==> config.mk <==
export PLATFORM = sky130hd
export DESIGN_NAME = mod_addsub_pipe
export DESIGN_NICKNAME = d
export VERILOG_FILES = /design/src/rtl/mod_addsub_pipe.sv
export SDC_FILE = /design/constraint.sdc
export NUM_CORES = 1
export LEC_CHECK = 0
export ABC_AREA = 0
export CAP_MARGIN = 20
export CORE_ASPECT_RATIO = 1.2
export CORE_MARGIN = 5
export CORE_UTILIZATION = 35
export DETAILED_ROUTE_END_ITERATION = 8
export GPL_ROUTABILITY_DRIVEN = 0
export GPL_TIMING_DRIVEN = 1
export PLACE_DENSITY_LB_ADDON = 0.05
export SLEW_MARGIN = 20
export SYNTH_ARGS = -nofsm -noshare
export SYNTH_HDL_FRONTEND = slang
export SYNTH_SLANG_ARGS = --single-unit
==> constraint.sdc <==
create_clock -name clk -period 4.95 [get_ports clk]
set_clock_uncertainty 0.2 [all_clocks]
set_input_delay 0.99 -clock clk [delete_from_list [all_inputs] [get_ports clk]]
set_output_delay 0.99 -clock clk [all_outputs]
set_load 0.02 [all_outputs]
==> src/rtl/mod_addsub_pipe.sv <==
// Two-stage pipelined modular adder/subtractor: out_res = (in_a +/- in_b) mod in_q.
// Stage 1 forms the signed raw value; stage 2 applies a single +/-q correction.
`timescale 1ns/1ps
module mod_addsub_pipe #(
  parameter int W = 4
) (
  input  logic         clk,
  input  logic         rst_n,
  input  logic         in_valid,
  output logic         in_ready,
  input  logic [W-1:0] in_a,
  input  logic [W-1:0] in_b,
  input  logic [W-1:0] in_q,
  input  logic         in_sub,
  output logic         out_valid,
  input  logic         out_ready,
  output logic [W-1:0] out_res,
  output logic         out_err
);

  localparam int RW = W + 2;

  logic                 adv1;
  logic                 adv2;

  logic                 s1_valid_q;
  logic signed [RW-1:0] s1_raw_q;
  logic signed [RW-1:0] s1_raw_d;
  logic [W-1:0]         s1_mod_q;
  logic                 s1_sub_q;
  logic                 s1_err_q;
  logic                 s1_err_d;

  logic                 out_valid_q;
  logic [W-1:0]         out_res_q;
  logic [W-1:0]         out_res_d;
  logic                 out_err_q;

  logic signed [RW-1:0] a_ext;
  logic signed [RW-1:0] b_ext;
  logic signed [RW-1:0] q_ext;
  logic                 ge0;
  logic                 geq;

  // Stage 2 frees up when empty or draining; stage 1 when empty or shifting.
  assign adv2      = !out_valid_q || out_ready;
  assign adv1      = !s1_valid_q || adv2;
  assign in_ready  = adv1;
  assign out_valid = out_valid_q;
  assign out_res   = out_res_q;
  assign out_err   = out_err_q;

  always_comb begin
    a_ext    = {2'b00, in_a};
    b_ext    = {2'b00, in_b};
    s1_raw_d = in_sub ? (a_ext - b_ext) : (a_ext + b_ext);
    s1_err_d = (in_q == '0) || (in_a >= in_q) || (in_b >= in_q);
  end

  // Raw spans [-(2^W-1), 2^(W+1)-2], so one signed compare against q
  // (or against zero) decides the single correction step.
  always_comb begin
    q_ext = {2'b00, s1_mod_q};
    ge0   = !s1_raw_q[RW-1];
    geq   = (s1_raw_q >= q_ext);
    if (s1_sub_q) begin
      out_res_d = ge0 ? W'(s1_raw_q) : W'(s1_raw_q + q_ext);
    end else begin
      out_res_d = geq ? W'(s1_raw_q - q_ext) : W'(s1_raw_q);
    end
    if (s1_err_q) begin
      out_res_d = '0;
    end
  end

  always_ff @(posedge clk) begin
    if (!rst_n) begin
      s1_valid_q  <= 1'b0;
      out_valid_q <= 1'b0;
      out_res_q   <= '0;
      out_err_q   <= 1'b0;
    end else begin
      if (adv1) begin
        s1_valid_q <= in_valid;
      end
      if (adv2) begin
        out_valid_q <= s1_valid_q;
        if (s1_valid_q) begin
          out_res_q <= out_res_d;
          out_err_q <= s1_err_q;
        end
      end
    end
  end

  // NOTE: stage-1 data is qualified by s1_valid_q, so it carries no reset
  // and keeps stale values across bubbles.
  always_ff @(posedge clk) begin
    if (adv1 && in_valid) begin
      s1_raw_q <= s1_raw_d;
      s1_mod_q <= in_q;
      s1_sub_q <= in_sub;
      s1_err_q <= s1_err_d;
    end
  end

endmodule
Word-level counts from Yosys, hierarchy flattened
Index checks and enable logic that the tools add are counted.
Operators by class
  add/subtract/negate cells: 4
  order comparisons: 3
  multiplexer cells: 5
  reduce and logical (&&, ||, !) cells: 9
Operators by type and width (number)
  4-bit two-way mux: 4
  4-bit greater-or-equal comparator: 2
  6-bit by 5-bit greater-or-equal comparator with 1-bit output: 1
  6-bit two-way mux: 1
  4-bit by 4-bit adder with 5-bit output: 1
  4-bit by 4-bit subtractor with 5-bit output: 1
  4-bit adder: 1
  4-bit zero test: 1
  1-bit logical OR: 4
  4-bit subtractor: 1
  1-bit zero test: 2
  2-bit AND reduction: 1
  1-bit logical AND: 1
Word-level totals
  bits in registers: 19
  output and inout port bits: 7
  word-level logic and storage cells: 29

Longest topological paths before layout
  depth in word-level cells: 4
  mapped depth: 9

Worst setup path before layout
OpenSTA, ideal clock, no wires.
  path kind: input-to-output
  from: input port out_ready
  to: output port in_ready
  arrival time: 1248 ps
  path slack: 2512 ps
  stages: 2
  buffers on the path: 0
  cells stage by stage: nor2b_4 nand2_1
Between the ends
  cells in the longest elaborated chain, start to end: 2
RTL lines
  from (decl): RTL line 16  | input logic out_ready,
  1-bit logical OR: RTL line 46  | assign adv2 = !out_valid_q || out_ready;
  1-bit logical OR: RTL line 47  | assign adv1 = !s1_valid_q || adv2;
  to (decl): RTL line 10  | output logic in_ready,
Every way passes these cells.

Worst setup path in the final report
Ends and elaborated chain as after synthesis.

==> reports/metrics.json <==
{
  "max_freq_ghz": 0.294,
  "clockBufferDepth": 2,
  "synth.mux.area_fraction": 0.0402,
  "nNetsFinal": 213,
  "sink_count": 19,
  "multi_input_logic_area_sq_um": 885,
  "grt_pass1_vias": 1071,
  "crit_path_end_kind": "output pin",
  "finalCoreUtilization": 0.433,
  "drt_drc_violations_left": 0,
  "first_pass_grt_wire_length_um": 4530,
  "design.die.area_sq_mm": 0.00568,
  "synthesis.nets": 188,
  "largest_family_of_logic_cells_by_synthesized_area": "adder cells",
  "post_route_cells_drive_above_1_share": 0.0595,
  "chipWidth_um": 69.7,
  "num_antenna_cells": 0,
  "hold_fails_final_rpt": 0,
  "instances_no_fill": 224,
  "number_of_instances_resized_during_post_cts_repair": 0,
  "synth-main-ff-cell": "sky130_fd_sc_hd__edfxtp_1",
  "drv.max_cap_violation_count": 0,
  "min-delay-path-class": "flip-flop to flip-flop",
  "met2_length_um": 1580,
  "ys_seq_elements": 19,
  "detailedRoute.firstPassIterationCount": 3,
  "clk_pin_slew_ns": 0.07,
  "yosys_warnings": 0,
  "synthesis.instances": 144,
  "synthXorXnorAreaFrac": 0.0293,
  "fin_ws_ns": 1.54,
  "worst_pin_slew_ns": 0.518,
  "report.final.setup_viol": 0,
  "cp_max_fo": 4,
  "num-fill-cells": 426,
  "final.min_clock_period_ns": 3.41,
  "drv_slew": 0,
  "top_layer_used": "met4",
  "yosys.area_share.adder": 0.246,
  "timing.slew.headroom": 0.655,
  "cts-root-buf": "sky130_fd_sc_hd__clkbuf_8",
  "first_iter_violations": 52,
  "synth_largest_type_area_fraction": 0.241,
  "drt.antenna.violating_nets": 0,
  "rows": 26,
  "post-dp-hpwl_um": 2450,
  "syn-cell-area_sq_mm": 0.00150,
  "run_status": "finished clean",
  "final_worst_path_cycle_share": 0.688,
  "leakage_power_figure_uw": 0.000786,
  "post_cts_buffers": 0,
  "grt_antenna_before_repair": 0,
  "drt_wl_total_um": 2840,
  "irDropWorstVdd_uv": 96.4,
  "cell_accounting_for_the_most_synthesized_area": "sky130_fd_sc_hd__edfxtp_1",
  "routedLengthMet1_um": 1130,
  "area_added_between_synthesis_and_finish_pct": 21.6,
  "startpoint_type": "input port",
  "synth.top_cells.by_area": "sky130_fd_sc_hd__edfxtp_1 (24%), sky130_fd_sc_hd__ha_1 (19%), sky130_fd_sc_hd__dfxtp_1 (9.4%), sky130_fd_sc_hd__inv_1 (5.8%), sky130_fd_sc_hd__fa_1 (5.4%)",
  "setup.worst_path.class": "input port to output pin",
  "initial_util": 0.356,
  "seq_area_sq_um": 500,
  "ioPinCount": 24,
  "synth-compound-area-share": 0.148,
  "met3WireLength_um": 60,
  "global_route.usage.total": 0.0999,
  "cts-buffers-inserted": 3,
  "cts_htree_levels": 1,
  "power.density_mw_per_mm2": 237,
  "dpl.cell_count": 220,
  "synth_enable_flop_cells": 12,
  "cts_tree": "yes",
  "dr_total_vias": 1063,
  "avgRoutedWirePerCell_um": 12.7,
  "post_synth_simple_gate_area": 0.128,
  "worstSkewPairLatency_ns": 0.25,
  "synthArstFlopShare": 0,
  "portBuffers": 23,
  "pin_count_of_the_biggest_net_entering_global_routing": 13,
  "die-height_um": 81.6,
  "viasPerCell": 4.75,
  "grt.overflow.total": 0,
  "synth.lib_cells_used.distinct": 38,
  "cts_hold_buf": 0,
  "finalSetupTns_ns": 0,
  "core_area_sq_mm": 0.00420,
  "rsz0062_at_grt": "false",
  "critical_path_required_ns": 3.76,
  "dp_worst_setup_slack_ns": 1.53,
  "power.total_uw": 431,
  "yosysSeqAreaShare": 0.335,
  "synth.avg_cell_area_sq_um": 10.4,
  "arrival_ns": 2.22
}
cell usage after synthesis (all sizes together), types with 3 or more instances:
| library cell | instances |
|---|---|
| mux2i | 6 |
| nand2 | 4 |
| inv | 23 |
| a21oi | 7 |
| fa | 4 |
| a32o | 3 |
| nor2 | 7 |
| edfxtp | 12 |
| nand2b | 5 |
| dfxtp | 7 |
| o21ai | 7 |
| xor2 | 3 |
| ha | 23 |
| nor2b | 6 |
power by group:
group | leakage (uW) | internal (uW) | switching (uW) | total [uW]
Combinational | 0.000586 | 63.9 | 67.2 | 131
Clock | 0.0000255 | 55.8 | 49.9 | 106
Sequential | 0.000174 | 183 | 11.0 | 194
cell families after synthesis:
family          after synthesis
simple gates                 31
compound gates               30
fa+ha+maj                    27
buf+inv                      26
flops                        19
mux                           6
xor+xnor                      5
path summary, 6_finish.rpt:
| kind | from | end | slack [ns] | depth (start not counted) |
|---|---|---|---|---|
| min | out_res[3] | out_res[3] | 0.27 | 2 |
| max | out_ready | in_ready | 1.54 | 4 |
| max reg2reg | s1_raw_q[0] | out_res[0] | 2.60 | 9 |
| min reg2reg | out_res[3] | out_res[3] | 0.27 | 2 |
layer usage:
layer / vias up / GRT usage
met2: 15 / 0.206
met5: - / 0
li1: 549 / -
met4: 0 / 0.0402
met1: 495 / 0.0995
met3: 4 / 0.0159
flip-flops by register name, indices dropped and copies added, names as in the netlist:
signal,cells
out_err,1
out_res,4
s1_mod_q,4
s1_err_q,1
out_valid,1
s1_valid_q,1
s1_raw_q,6
s1_sub_q,1
area by class of cell:
| class | count | area share |
|---|---|---|
| inverter | 23 | 0.0475 |
| timing repair buffer | 23 | 0.127 |
| clock buffer | 3 | 0.0227 |
| clock inverter | 1 | 0.00275 |
| multi-input combinational | 99 | 0.487 |
| sequential | 19 | 0.275 |
| tap | 56 | 0.0385 |
critical path, cell delays in order:
cell                              delay, ns
sky130_fd_sc_hd__clkdlybuf4s50_1       0.50
sky130_fd_sc_hd__nor2b_4               0.05
sky130_fd_sc_hd__nand2_1               0.07
sky130_fd_sc_hd__clkdlybuf4s50_1       0.60
cells in the final DEF, fill, tap and decap left out, types with 2 or more instances in the layout:
cell / instances
sky130_fd_sc_hd__a21oi_1: 7
sky130_fd_sc_hd__a32o_1: 3
sky130_fd_sc_hd__clkbuf_8: 3
sky130_fd_sc_hd__clkdlybuf4s50_1: 23
sky130_fd_sc_hd__dfxtp_1: 7
sky130_fd_sc_hd__edfxtp_1: 12
sky130_fd_sc_hd__fa_1: 4
sky130_fd_sc_hd__ha_1: 23
sky130_fd_sc_hd__inv_1: 23
sky130_fd_sc_hd__mux2i_1: 6
sky130_fd_sc_hd__nand2_1: 4
sky130_fd_sc_hd__nand2b_1: 5
sky130_fd_sc_hd__nand3_1: 2
sky130_fd_sc_hd__nor2_1: 7
sky130_fd_sc_hd__nor2b_1: 5
sky130_fd_sc_hd__o211ai_1: 2
sky130_fd_sc_hd__o21a_1: 2
sky130_fd_sc_hd__o21ai_0: 6
sky130_fd_sc_hd__o31ai_1: 2
sky130_fd_sc_hd__xnor2_1: 2
sky130_fd_sc_hd__xor2_1: 3
per-stage QoR:
stage	cell area, sq um	hold slack, ns
floorplan	1500	0.285
global placement	1770	0.269
detailed placement	1770	0.269
CTS	1820	0.281
global route	1820	0.308
finish	1820	0.272
No activity file was read; power rests on OpenSTA's default activity.
